$ cat src/rtl/cpa_mw_sched.sv
// cpa_mw_sched
// Shares one combinational 16-bit carry-propagate adder between two requesters.
// It runs multi-word add/subtract operations one word per accepted beat, least
// significant word first. It carries between words and reports the final carry
// and the signed overflow of the top word.
//
// Ports
//   clk, rst            clock; synchronous active-high reset
//   req0/req1           level requests, held until done
//   gnt0/gnt1           registered grants, mutually exclusive
//   op, len             operation (0 add, 1 A-B) and word count; sampled in LOAD
//   a_in, b_in          operand words; in_valid/in_ready handshake
//   s_out, out_valid    registered result word, one cycle after each beat
//   done                one-cycle end-of-operation pulse
//   cout_out, ovf_out   final carry and signed overflow; held until next done
//   adder_a/b/cin       driven to the external CPA
//   adder_s/cout        returned from the external CPA
module cpa_mw_sched #(
  parameter int W  = 16,
  parameter int LW = 3
) (
  input  logic          clk,
  input  logic          rst,
  input  logic          req0,
  input  logic          req1,
  output logic          gnt0,
  output logic          gnt1,
  input  logic          op,
  input  logic [LW-1:0] len,
  input  logic [W-1:0]  a_in,
  input  logic [W-1:0]  b_in,
  input  logic          in_valid,
  output logic          in_ready,
  output logic [W-1:0]  s_out,
  output logic          out_valid,
  output logic          done,
  output logic          cout_out,
  output logic          ovf_out,
  output logic [W-1:0]  adder_a,
  output logic [W-1:0]  adder_b,
  output logic          adder_cin,
  input  logic [W-1:0]  adder_s,
  input  logic          adder_cout
);

  typedef enum logic [1:0] {S_IDLE, S_LOAD, S_RUN, S_DONE} state_t;

  state_t        state_q, state_d;
  logic          gnt0_q, gnt0_d;
  logic          gnt1_q, gnt1_d;
  logic          ptr_q, ptr_d;
  logic          carry_q, carry_d;
  logic [LW-1:0] count_q, count_d;
  logic          op_q, op_d;
  logic [LW-1:0] len_q, len_d;
  logic [W-1:0]  s_q, s_d;
  logic          ovalid_q, ovalid_d;
  logic          cout_q, cout_d;
  logic          ovf_q, ovf_d;

  // Subtract is A + ~B + 1 over the whole chain: the +1 enters only on word 0,
  // later words take the carry left by the previous word.
  assign adder_a   = a_in;
  assign adder_b   = op_q ? ~b_in : b_in;
  assign adder_cin = (count_q == '0) ? op_q : carry_q;

  assign gnt0      = gnt0_q;
  assign gnt1      = gnt1_q;
  assign in_ready  = (state_q == S_RUN);
  assign done      = (state_q == S_DONE);
  assign s_out     = s_q;
  assign out_valid = ovalid_q;
  assign cout_out  = cout_q;
  assign ovf_out   = ovf_q;

  always_comb begin
    state_d  = state_q;
    gnt0_d   = gnt0_q;
    gnt1_d   = gnt1_q;
    ptr_d    = ptr_q;
    carry_d  = carry_q;
    count_d  = count_q;
    op_d     = op_q;
    len_d    = len_q;
    s_d      = s_q;
    ovalid_d = 1'b0;
    cout_d   = cout_q;
    ovf_d    = ovf_q;
    unique case (state_q)
      S_IDLE: begin
        if (req0 || req1) begin
          // On a tie the pointer names the winner; it favours whoever was not
          // served last.
          if (req0 && req1) begin
            gnt0_d = ~ptr_q;
            gnt1_d = ptr_q;
          end else begin
            gnt0_d = req0;
            gnt1_d = req1;
          end
          state_d = S_LOAD;
        end
      end
      S_LOAD: begin
        op_d    = op;
        len_d   = len;
        count_d = '0;
        if (len == '0) begin
          cout_d  = 1'b0;
          ovf_d   = 1'b0;
          state_d = S_DONE;
        end else begin
          state_d = S_RUN;
        end
      end
      S_RUN: begin
        if (in_valid) begin
          s_d      = adder_s;
          ovalid_d = 1'b1;
          carry_d  = adder_cout;
          count_d  = count_q + LW'(1);
          if (count_q == len_q - LW'(1)) begin
            cout_d  = adder_cout;
            ovf_d   = (a_in[W-1] == adder_b[W-1]) && (adder_s[W-1] != a_in[W-1]);
            state_d = S_DONE;
          end
        end
      end
      S_DONE: begin
        gnt0_d  = 1'b0;
        gnt1_d  = 1'b0;
        ptr_d   = gnt0_q;
        state_d = S_IDLE;
      end
      default: state_d = S_IDLE;
    endcase
  end

  always_ff @(posedge clk) begin
    if (rst) begin
      state_q  <= S_IDLE;
      gnt0_q   <= 1'b0;
      gnt1_q   <= 1'b0;
      ptr_q    <= 1'b0;
      carry_q  <= 1'b0;
      count_q  <= '0;
      op_q     <= 1'b0;
      len_q    <= '0;
      s_q      <= '0;
      ovalid_q <= 1'b0;
      cout_q   <= 1'b0;
      ovf_q    <= 1'b0;
    end else begin
      state_q  <= state_d;
      gnt0_q   <= gnt0_d;
      gnt1_q   <= gnt1_d;
      ptr_q    <= ptr_d;
      carry_q  <= carry_d;
      count_q  <= count_d;
      op_q     <= op_d;
      len_q    <= len_d;
      s_q      <= s_d;
      ovalid_q <= ovalid_d;
      cout_q   <= cout_d;
      ovf_q    <= ovf_d;
    end
  end

endmodule

$ cat config.mk
export PLATFORM = sky130hd
export DESIGN_NAME = cpa_mw_sched
export DESIGN_NICKNAME = d
export VERILOG_FILES = /design/src/rtl/cpa_mw_sched.sv
export SDC_FILE = /design/constraint.sdc
export NUM_CORES = 1
export LEC_CHECK = 0
export CAP_MARGIN = 10
export CELL_PAD_IN_SITES_DETAIL_PLACEMENT = 1
export CELL_PAD_IN_SITES_GLOBAL_PLACEMENT = 1
export CORE_AREA = 10 10 92 94
export CTS_BUF_LIST = sky130_fd_sc_hd__clkbuf_8 sky130_fd_sc_hd__clkbuf_16
export CTS_CLUSTER_SIZE = 12
export DETAILED_ROUTE_END_ITERATION = 16
export DIE_AREA = 0 0 102 104
export GPL_TIMING_DRIVEN = 0
export PLACE_DENSITY = 0.92
export RECOVER_POWER = 25
export SLEW_MARGIN = 20
export SYNTH_ARGS = -nofsm -noshare
export SYNTH_HDL_FRONTEND = slang
export SYNTH_SLANG_ARGS = --single-unit
$ cat constraint.sdc
create_clock -name clk -period 3.6 [get_ports clk]
set_input_delay 0.9 -clock clk [delete_from_list [all_inputs] [get_ports clk]]
set_output_delay 0.9 -clock clk [all_outputs]
set_load 0.01 [all_outputs]
======== After elaboration in Yosys (flattened, before gate mapping) ========
Index checks and enable logic that the tools add are counted.
word-level totals
  output and inout port bits .............. 56
  register bits ........................... 32
  input port bits ......................... 58
  word-level logic and storage cells ...... 64
cells by class
  bitwise operators ....................... 3
  mux-type cells .......................... 23
  equal/unequal tests ..................... 10
  reductions and logical operators ........ 14
  add/sub/neg operators ................... 2
operator list
  kind                                                   number
  2-to-1 mux 16 bit                                      1
  inverter 16 bit                                        1
  2-to-1 mux 1 bit                                       12
  one-hot mux 1 bit (2 select lines)                     4
  one-hot mux 2 bit (4 select lines)                     1
  logical NOT 3 bit                                      2
  2-to-1 mux 2 bit                                       3
  inequality test 2 bit, second input constant           3
  one-hot mux 3 bit (2 select lines)                     1
  AND reduction 2 bit                                    3
  equality test 2 bit, second input constant             2
  AND reduction 4 bit                                    1
  nonzero test 2 bit                                     2
  adder 3 x 1 -> 3 bit, second input constant            1
  equality test 3 bit                                    1
  2-to-1 mux 3 bit                                       1
  AND reduction 3 bit                                    1
  subtractor 3 x 1 -> 3 bit, second input constant       1
  equality test 2 x 1 -> 1 bit, second input constant    1
  logical AND 1 bit                                      2
  logical NOT 2 bit                                      1
  inequality test 2 x 1 -> 1 bit, second input constant  1
  inverter 1 bit                                         2
  OR reduction 2 bit                                     1
  3 further kinds                                        3

======== Longest topological paths before layout ========
Gate-level depths: netlist of run 1.
  word-level depth ........................ 7
  mapped depth ............................ 8

======== Least setup slack after synthesis of run 1 ========
Ideal clock, no wire load.
  kind .................................... input to output
  start ................................... input b_in[15]
  end ..................................... output adder_b[15]
  setup slack ............................. 1.517 ns
  arrival time ............................ 1.183 ns
  stages .................................. 1
  cell sequence ........................... xor2_1
on the way
  cells in the longest elaborated chain, start to end .. 2
ends and longest elaborated chain
  what                 RTL line  source
  start, declared      31        input logic [W-1:0] b_in,
  inverter 16 bit      64        assign adder_b = op_q ? ~b_in : b_in;
  2-to-1 mux 16 bit *  64
  end, declared        40        output logic [W-1:0] adder_b,
Mark *: on every way between the ends. The rest lies on a longest branch, timed or not.

======== Worst setup path in the final report of run 1 ========
Ends and elaborated chain as after synthesis.

==> run summary, run 1 <==
PLACEMENT
------------------------------------------------------------------------------------
Detailed placement HPWL                                                 5030 microns
GP Congestion                                                                  0.740
Post-placement cell count                                                        376
Count of port buffers added during placement                                      97
Post-Place Worst Slack                                                        507 ps

LOGIC SYNTHESIS
------------------------------------------------------------------------------------
Cells after synthesis                                                            199
Flip-flop and latch count after synthesis                                         32
Number of synthesized flops with an enable pin                                     0
Biggest area consumer among synthesized cells                           sky130_fd_sc_hd__dfxtp_1
Area share of the largest cell type after synthesis                            37.6%
Area contributors post-synth                                            sky130_fd_sc_hd__dfxtp_1, sky130_fd_sc_hd__xor2_1, sky130_fd_sc_hd__nand2_1
Post-synthesis net count                                                         265
Ys async rst share                                                                0%
Most frequent cells after synthesis                                     sky130_fd_sc_hd__nand2_1, sky130_fd_sc_hd__dfxtp_1, sky130_fd_sc_hd__a21oi_1, sky130_fd_sc_hd__xor2_1, sky130_fd_sc_hd__buf_4
Count leader, synth                                                     sky130_fd_sc_hd__nand2_1
Post-synthesis area per instance                                          8.55 sq um
Number of warnings reported in the yosys synthesis log                             0
Combined area of all synthesized cells                                  0.00170 sq mm
Count of cell types in the netlist                                                29
Sequential element share of the synthesized area                               37.6%
Most used flip-flop cell after synthesis                                sky130_fd_sc_hd__dfxtp_1

WORST SETUP PATH
------------------------------------------------------------------------------------
CP Class                                                                      in2out
Cell type with the highest occurrence count on the critical path        sky130_fd_sc_hd__clkdlybuf4s50_1
Data arrival time of the worst path                                          2190 ps
Destination of the worst register-to-register timing path               s_out[9]$_SDFFE_PP0P_
Startpoint kind of the worst setup timing path                             input pin
Reg2Reg Depth                                                                      8
Largest delay contributor family on the critical path                   buffers and inverters
Reg2Reg Launch Point                                                    state_q[0]$_SDFFE_PP0P_
Required time at the endpoint of the critical path                           2700 ps
Type of destination of the critical path                                 output port
Critical Path Slowest Stage Cell                                        sky130_fd_sc_hd__clkdlybuf4s50_1
Reg2reg setup slack                                                          1600 ps
Buffers & Inverters on Critical Path                                               2
Biggest cell delay along the critical path                                    590 ps
Cells along the critical path                                           clkdlybuf4s50_1, xor2_1, clkdlybuf4s50_1
Crit Path Max Fanout                                                               3

STA
------------------------------------------------------------------------------------
Worst Setup Slack, final                                                      514 ps
Final worst path period share                                                  85.7%
Total count of hold-check failures in the final report                             0
Pin slew with the least headroom to its limit                                 517 ps
Hold_ws                                                                       457 ps
Max_slew headroom                                                              65.5%
Skew final                                                                  0.739 ps
Minimum clock period after layout                                            3090 ps
Setup repair after global routing missed its margin                               no
Peak clock frequency supported by timing                                     324 MHz
Post-Route Setup TNS                                                            0 ps
Final Max Slew Viols                                                               0
Total setup violations reported at the end of the flow                             0

MIN PATH
------------------------------------------------------------------------------------
Worst hold path stage count                                                        2
Hold crit path type                                                          reg2reg
Hold Crit Endpoint                                                      s_out[3]$_SDFFE_PP0P_
Hold path startpoint                                                    s_out[3]$_SDFFE_PP0P_

POWER AND IR DROP
------------------------------------------------------------------------------------
Cell-internal power                                                           940 uW
Total power per unit cell area                                           490 mW/mm^2
Worst VDD drop                                                            0.000175 V
Comb power frac                                                                45.9%
Fraction of power consumed by sequential logic                                 30.3%
Sw frac                                                                        33.4%
Relative contribution of the clock network to total power                      23.8%
Static leakage                                                               1.16 nW
Net load switching power                                                      472 uW

GLOBAL ROUTING
------------------------------------------------------------------------------------
Maximum number of pins on one net before global-route repair                      11
Vias in the first global route                                                  1861
Overall Global Routing Usage                                                   10.9%
Leftover overflow at the end of global routing                                     0
Wire length of the first global-routing pass                            9360 microns
Antenna violations before repair                                                   0

DIE
------------------------------------------------------------------------------------
I/O pin count                                                                    114
Count of standard-cell rows                                                       30
Total die area                                                          0.0106 sq mm
Core Area                                                               0.00668 sq mm
Vertical die dimension                                                   104 microns
Effective utilization at floorplan                                             25.5%
Width of the die                                                         102 microns

LAYOUT
------------------------------------------------------------------------------------
Fraction of layout cells with a size suffix above 1                            9.87%
Antenna cells                                                                      0
Number of nets at the end of the flow                                            369
Relative area change from synthesis to final layout                            69.2%
Number of cells in the finished layout apart from fillers                        384
Utilization after layout                                                       43.1%

CTS
------------------------------------------------------------------------------------
Buffer count from post-CTS setup fixing                                            0
Sinks on Clock Net                                                                32
Clock Pin Slew Worst Setup and Hold Paths                                      70 ps
Clock tree from TritonCTS                                                        yes
CTS root buf                                                            sky130_fd_sc_hd__clkbuf_8
Clock network latency to the later pin of the worst-skew pair                 280 ps
Number of levels in the clock H-tree                                               2
CTS Buffer Depth                                                                   2
Number of cells upsized or downsized after cts                                     0
Number of buffers created by CTS                                                   5
Number of buffers inserted for hold repair after clock tree synthesis              0

STATUS
------------------------------------------------------------------------------------
Status                                                                  finished, final reports clean

DETAILED ROUTING
------------------------------------------------------------------------------------
Via count                                                                       1703
First-pass iteration count of the detailed router                                  4
Drt drc                                                                            0
Starting DRT DRC Count                                                            41
Post-route ant nets                                                                0
Final routed wirelength across all metal layers                         5940 microns
Wire length per cell                                                    15.5 microns
Vias per cell                                                                   4.43

FLOW RUN
------------------------------------------------------------------------------------
Reported max-cap violation count                                                   0

worst min-delay path: cells and delay by family (launching register included):
kind / cells / cell delay, ps
DFF: 1 / 310
AOI/OAI and AO/OA: 1 / 50
and+or+nand+nor: 1 / 50
per-stage QoR:
step	power, mW	instance area, sq um
after floorplan	0.791	1700
after detailed placement	1.10	2770
after global routing	1.52	2880
final	1.41	2880
after CTS	1.45	2880
after global placement	1.07	2770
worst max-delay path by stage:
| stage | depth (start not counted) | from | slack (ps) | endpoint |
|---|---|---|---|---|
| 3_3_place_gp | 3 | b_in[15] | 520 | adder_b[15] |
| 3_5_place_dp | 3 | b_in[15] | 510 | adder_b[15] |
| 6_report | 3 | b_in[15] | 510 | adder_b[15] |
| 4_1_cts | 3 | b_in[15] | 510 | adder_b[15] |
| 5_1_grt | 3 | b_in[15] | 480 | adder_b[15] |
| 2_1_floorplan | 1 | b_in[15] | 1520 | adder_b[15] |
area by class of cell:
type / count / area (sq um)
clock buffer: 5 / 68.8
buffer: 27 / 166
multi-input combinational: 133 / 867
fill: 778 / 3800
tap: 80 / 100
sequential: 32 / 641
timing repair buffer: 97 / 971
clock inverter: 3 / 38.8
inverter: 7 / 26.3
sequential cells by signal (all words and copies together) (netlist names):
register / flops
s_out: 16
count_q: 3
len_q: 3
state_q: 2
carry_q: 1
cout_out: 1
gnt0: 1
gnt1: 1
op_q: 1
out_valid: 1
ovf_out: 1
ptr_q: 1
cell families after synthesis:
family	share of synthesized area, %
AOI/OAI and AO/OA	13.8
and+or+nand+nor	15.8
adders and majority gates	5.88
DFF	37.6
xor gates and xnor gates	10.7
muxes	4.78
buffers and inverters	11.4
power groups by stage:
stage          Clock [mW]  Combinational, mW  Sequential [mW]
3_5_place_dp            0              0.661            0.437
6_report            0.336              0.648            0.428
3_3_place_gp            0              0.638            0.434
4_1_cts             0.352              0.663            0.429
2_1_floorplan           0              0.349            0.442
5_1_grt             0.371              0.711            0.435
layout by cell type, fill, tap and decap left out, drive strengths merged, types with 2 or more instances in the layout:
cell            n
o21ai           3
mux2i           7
dlygate4sd3     9
nor3            2
inv             8
nand2b          3
nand2          38
nor2           13
ha              8
xor2           18
a22oi           2
clkbuf         12
o41ai           2
nor2b           4
a21oi          18
dfxtp          32
buf            20
clkdlybuf4s50  88
a32oi           2
a211oi          3
per-layer routing:
layer | vias to the layer above | routed length [microns] | GRT usage, %
met2 | 80 | 2920 | 19.1
met4 | 0 | 47 | 2.82
met5 | - | 0 | 0
met3 | 5 | 699 | 5.65
li1 | 843 | - | -
met1 | 775 | 2270 | 10.8
(Power assumes the default switching activity.)
==> run 2: changes to the inputs <==
--- a/config.mk
+++ b/config.mk
@@ -5,7 +5,7 @@
 export SDC_FILE = /design/constraint.sdc
 export NUM_CORES = 1
 export LEC_CHECK = 0
-export CAP_MARGIN = 10
+export CAP_MARGIN = 0
 export CELL_PAD_IN_SITES_DETAIL_PLACEMENT = 1
 export CELL_PAD_IN_SITES_GLOBAL_PLACEMENT = 1
 export CORE_AREA = 10 10 92 94
==> results of run 2 <==
No change in the layout: final DEF, timing and power equal those of run 1.
==> run 3: changes to the inputs <==
--- a/config.mk
+++ b/config.mk
@@ -8,13 +8,13 @@
 export CAP_MARGIN = 0
 export CELL_PAD_IN_SITES_DETAIL_PLACEMENT = 1
 export CELL_PAD_IN_SITES_GLOBAL_PLACEMENT = 1
-export CORE_AREA = 10 10 92 94
+export CORE_AREA = 10 10 96 98
 export CTS_BUF_LIST = sky130_fd_sc_hd__clkbuf_8 sky130_fd_sc_hd__clkbuf_16
 export CTS_CLUSTER_SIZE = 12
 export DETAILED_ROUTE_END_ITERATION = 16
-export DIE_AREA = 0 0 102 104
+export DIE_AREA = 0 0 106 108
 export GPL_TIMING_DRIVEN = 0
-export PLACE_DENSITY = 0.92
+export PLACE_DENSITY = 0.85
 export RECOVER_POWER = 25
 export SLEW_MARGIN = 20
 export SYNTH_ARGS = -nofsm -noshare
==> constraint.sdc (replaced) <==
create_clock -name clk -period 2.88 [get_ports clk]
set_input_delay 0.72 -clock clk [delete_from_list [all_inputs] [get_ports clk]]
set_output_delay 0.72 -clock clk [all_outputs]
set_load 0.01 [all_outputs]
==> run 3 against run 2 <==
Effect of this change: sequential power up 25%; clock power rose by 14%; worst setup slack lost 380 ps; clock skew is 6.4 ps higher; critical endpoint unchanged.
==> run summary, run 3 (synthesis gave the netlist of run 1 again) <==
GLOBAL ROUTING
------------------------------------------------------------------------------------
Antenna violations before repair                                                   0
Leftover overflow at the end of global routing                                     0
Maximum number of pins on one net before global-route repair                      11
Vias in the first global route                                                  1892
Overall Global Routing Usage                                                   10.2%
Wire length of the first global-routing pass                            9550 microns

POWER AND IR DROP
------------------------------------------------------------------------------------
Comb power frac                                                                46.9%
Pwr Total                                                                    1.73 mW
Total power per unit cell area                                           597 mW/mm^2
Relative contribution of the clock network to total power                      22.1%
Worst VDD drop                                                            0.000204 V
Sw frac                                                                        34.4%
Net load switching power                                                      595 uW
Cell-internal power                                                          1.13 mW
Fraction of power consumed by sequential logic                                 30.9%
Static leakage                                                               1.15 nW

LAYOUT
------------------------------------------------------------------------------------
Number of nets at the end of the flow                                            369
Relative area change from synthesis to final layout                            70.1%
Commonest non-fill, non-tap cell in the layout                          sky130_fd_sc_hd__clkdlybuf4s50_1
Max reg flops                                                                     16
Commonest cells after routing, fill and taps aside                      sky130_fd_sc_hd__clkdlybuf4s50_1, sky130_fd_sc_hd__nand2_1, sky130_fd_sc_hd__dfxtp_1
Utilization after layout                                                       38.9%
Antenna cells                                                                      0
Fraction of layout cells with a size suffix above 1                            9.90%

CTS
------------------------------------------------------------------------------------
Clock tree from TritonCTS                                                        yes
CTS Buffer Depth                                                                   2
Clock Pin Slew Worst Setup and Hold Paths                                      70 ps
Sinks on Clock Net                                                                32
Number of levels in the clock H-tree                                               2
Number of cells upsized or downsized after cts                                     0
Clock network latency to the later pin of the worst-skew pair                 280 ps
Number of buffers created by CTS                                                   5
Number of buffers inserted for hold repair after clock tree synthesis              0
Buffer count from post-CTS setup fixing                                            0
CTS root buf                                                            sky130_fd_sc_hd__clkbuf_8

DETAILED ROUTING
------------------------------------------------------------------------------------
First-pass iteration count of the detailed router                                  2
Final routed wirelength across all metal layers                         6020 microns
Vias per cell                                                                   4.24
Wire length per cell                                                    14.9 microns
Post-route ant nets                                                                0
Drt drc                                                                            0
Starting DRT DRC Count                                                            26
Via count                                                                       1717

DIE
------------------------------------------------------------------------------------
Core Area                                                               0.00745 sq mm
Count of standard-cell rows                                                       32
Effective utilization at floorplan                                             22.8%
Vertical die dimension                                                   108 microns
I/O pin count                                                                    114
Total die area                                                          0.0114 sq mm
Width of the die                                                         106 microns

STA
------------------------------------------------------------------------------------
Peak clock frequency supported by timing                                     365 MHz
Minimum clock period after layout                                            2740 ps
Final worst path period share                                                  95.2%
Total setup violations reported at the end of the flow                             0
Post-Route Setup TNS                                                            0 ps
Pin slew with the least headroom to its limit                                 527 ps
Total count of hold-check failures in the final report                             0
Max_slew headroom                                                              64.9%
Skew final                                                                   7.09 ps
Final Max Slew Viols                                                               0
Worst Setup Slack, final                                                      137 ps
Setup repair after global routing missed its margin                               no

WORST SETUP PATH
------------------------------------------------------------------------------------
Reg2Reg Launch Point                                                    state_q[0]$_SDFFE_PP0P_
Cell type with the highest occurrence count on the critical path        sky130_fd_sc_hd__clkdlybuf4s50_1
Crit Path Max Fanout                                                               3
Type of destination of the critical path                                 output port
Critical Path Slowest Stage Cell                                        sky130_fd_sc_hd__clkdlybuf4s50_1
CP Launch Point                                                             b_in[15]
Startpoint kind of the worst setup timing path                             input pin
Cells along the critical path                                           clkdlybuf4s50_1, xor2_1, clkdlybuf4s50_1
Biggest cell delay along the critical path                                    590 ps
Data arrival time of the worst path                                          2020 ps
CP Class                                                                      in2out
Required time at the endpoint of the critical path                           2160 ps

MIN PATH
------------------------------------------------------------------------------------
Hold crit path type                                                          reg2reg
Hold path startpoint                                                    s_out[10]$_SDFFE_PP0P_

PLACEMENT
------------------------------------------------------------------------------------
Count of port buffers added during placement                                      97
Post-Place Worst Slack                                                        153 ps
GP Congestion                                                                  0.751
Detailed placement HPWL                                                 5000 microns

FLOW RUN
------------------------------------------------------------------------------------
Reported max-cap violation count                                                   0

STATUS
------------------------------------------------------------------------------------
Status                                                                  finished, final reports clean

## run 3: changes by cell type in the layout (fill, tap and decap cells not counted), sizes merged
cell / before / now
bufinv: 1 / 0
clkbuf: 12 / 14
clkinv: 1 / 0
inv: 8 / 7
## run 3: worst paths after layout
path / end / slack (ps) / cells past startpoint
setup / recovery: adder_b[15] / 140 / 3
hold / removal: s_out[10]$_SDFFE_PP0P_ / 450 / 2
setup reg to reg: s_out[5]$_SDFFE_PP0P_ / 890 / 8
hold reg to reg: s_out[10]$_SDFFE_PP0P_ / 450 / 2
## run 3: per-layer routing
layer	up-vias	global-route usage, %	wire, microns
li1	843	-	-
met1	801	11.1	2550
met2	71	18.2	2980
met3	2	4.52	471
met4	0	1.74	21
met5	-	0	0
## run 3: area by class of cell
| type | count | area (sq um) |
|---|---|---|
| Fill cell | 902 | 4550 |
| Timing Repair Buffer | 97 | 971 |
| Multi-Input combinational cell | 133 | 867 |
| Sequential cell | 32 | 641 |
| Buffer | 27 | 166 |
| Tap cell | 102 | 128 |
| Clock buffer | 7 | 96.3 |
| Inverter | 7 | 26.3 |
## run 3: stage by stage
stage / instance area (sq um) / hold WS, ps / instances
floorplan: 1700 / 433 / 199
global route: 2900 / 469 / 405
CTS: 2900 / 460 / 405
global placement: 2800 / 438 / 398
detailed placement: 2800 / 450 / 398
finish: 2900 / 454 / 405
## run 3: power groups by stage
stage / registers (mW) / logic [mW] / clock network (mW)
after floorplan: 0.553 / 0.437 / 0
after global placement: 0.543 / 0.800 / 0
after detailed placement: 0.546 / 0.830 / 0
after CTS: 0.537 / 0.833 / 0.395
after global routing: 0.544 / 0.894 / 0.419
final: 0.535 / 0.812 / 0.383
## run 3: critical path, delay by kind of cell
| family | cells | cell delay, ps |
|---|---|---|
| buffers and inverters | 2 | 1070 |
| XOR/XNOR | 1 | 230 |
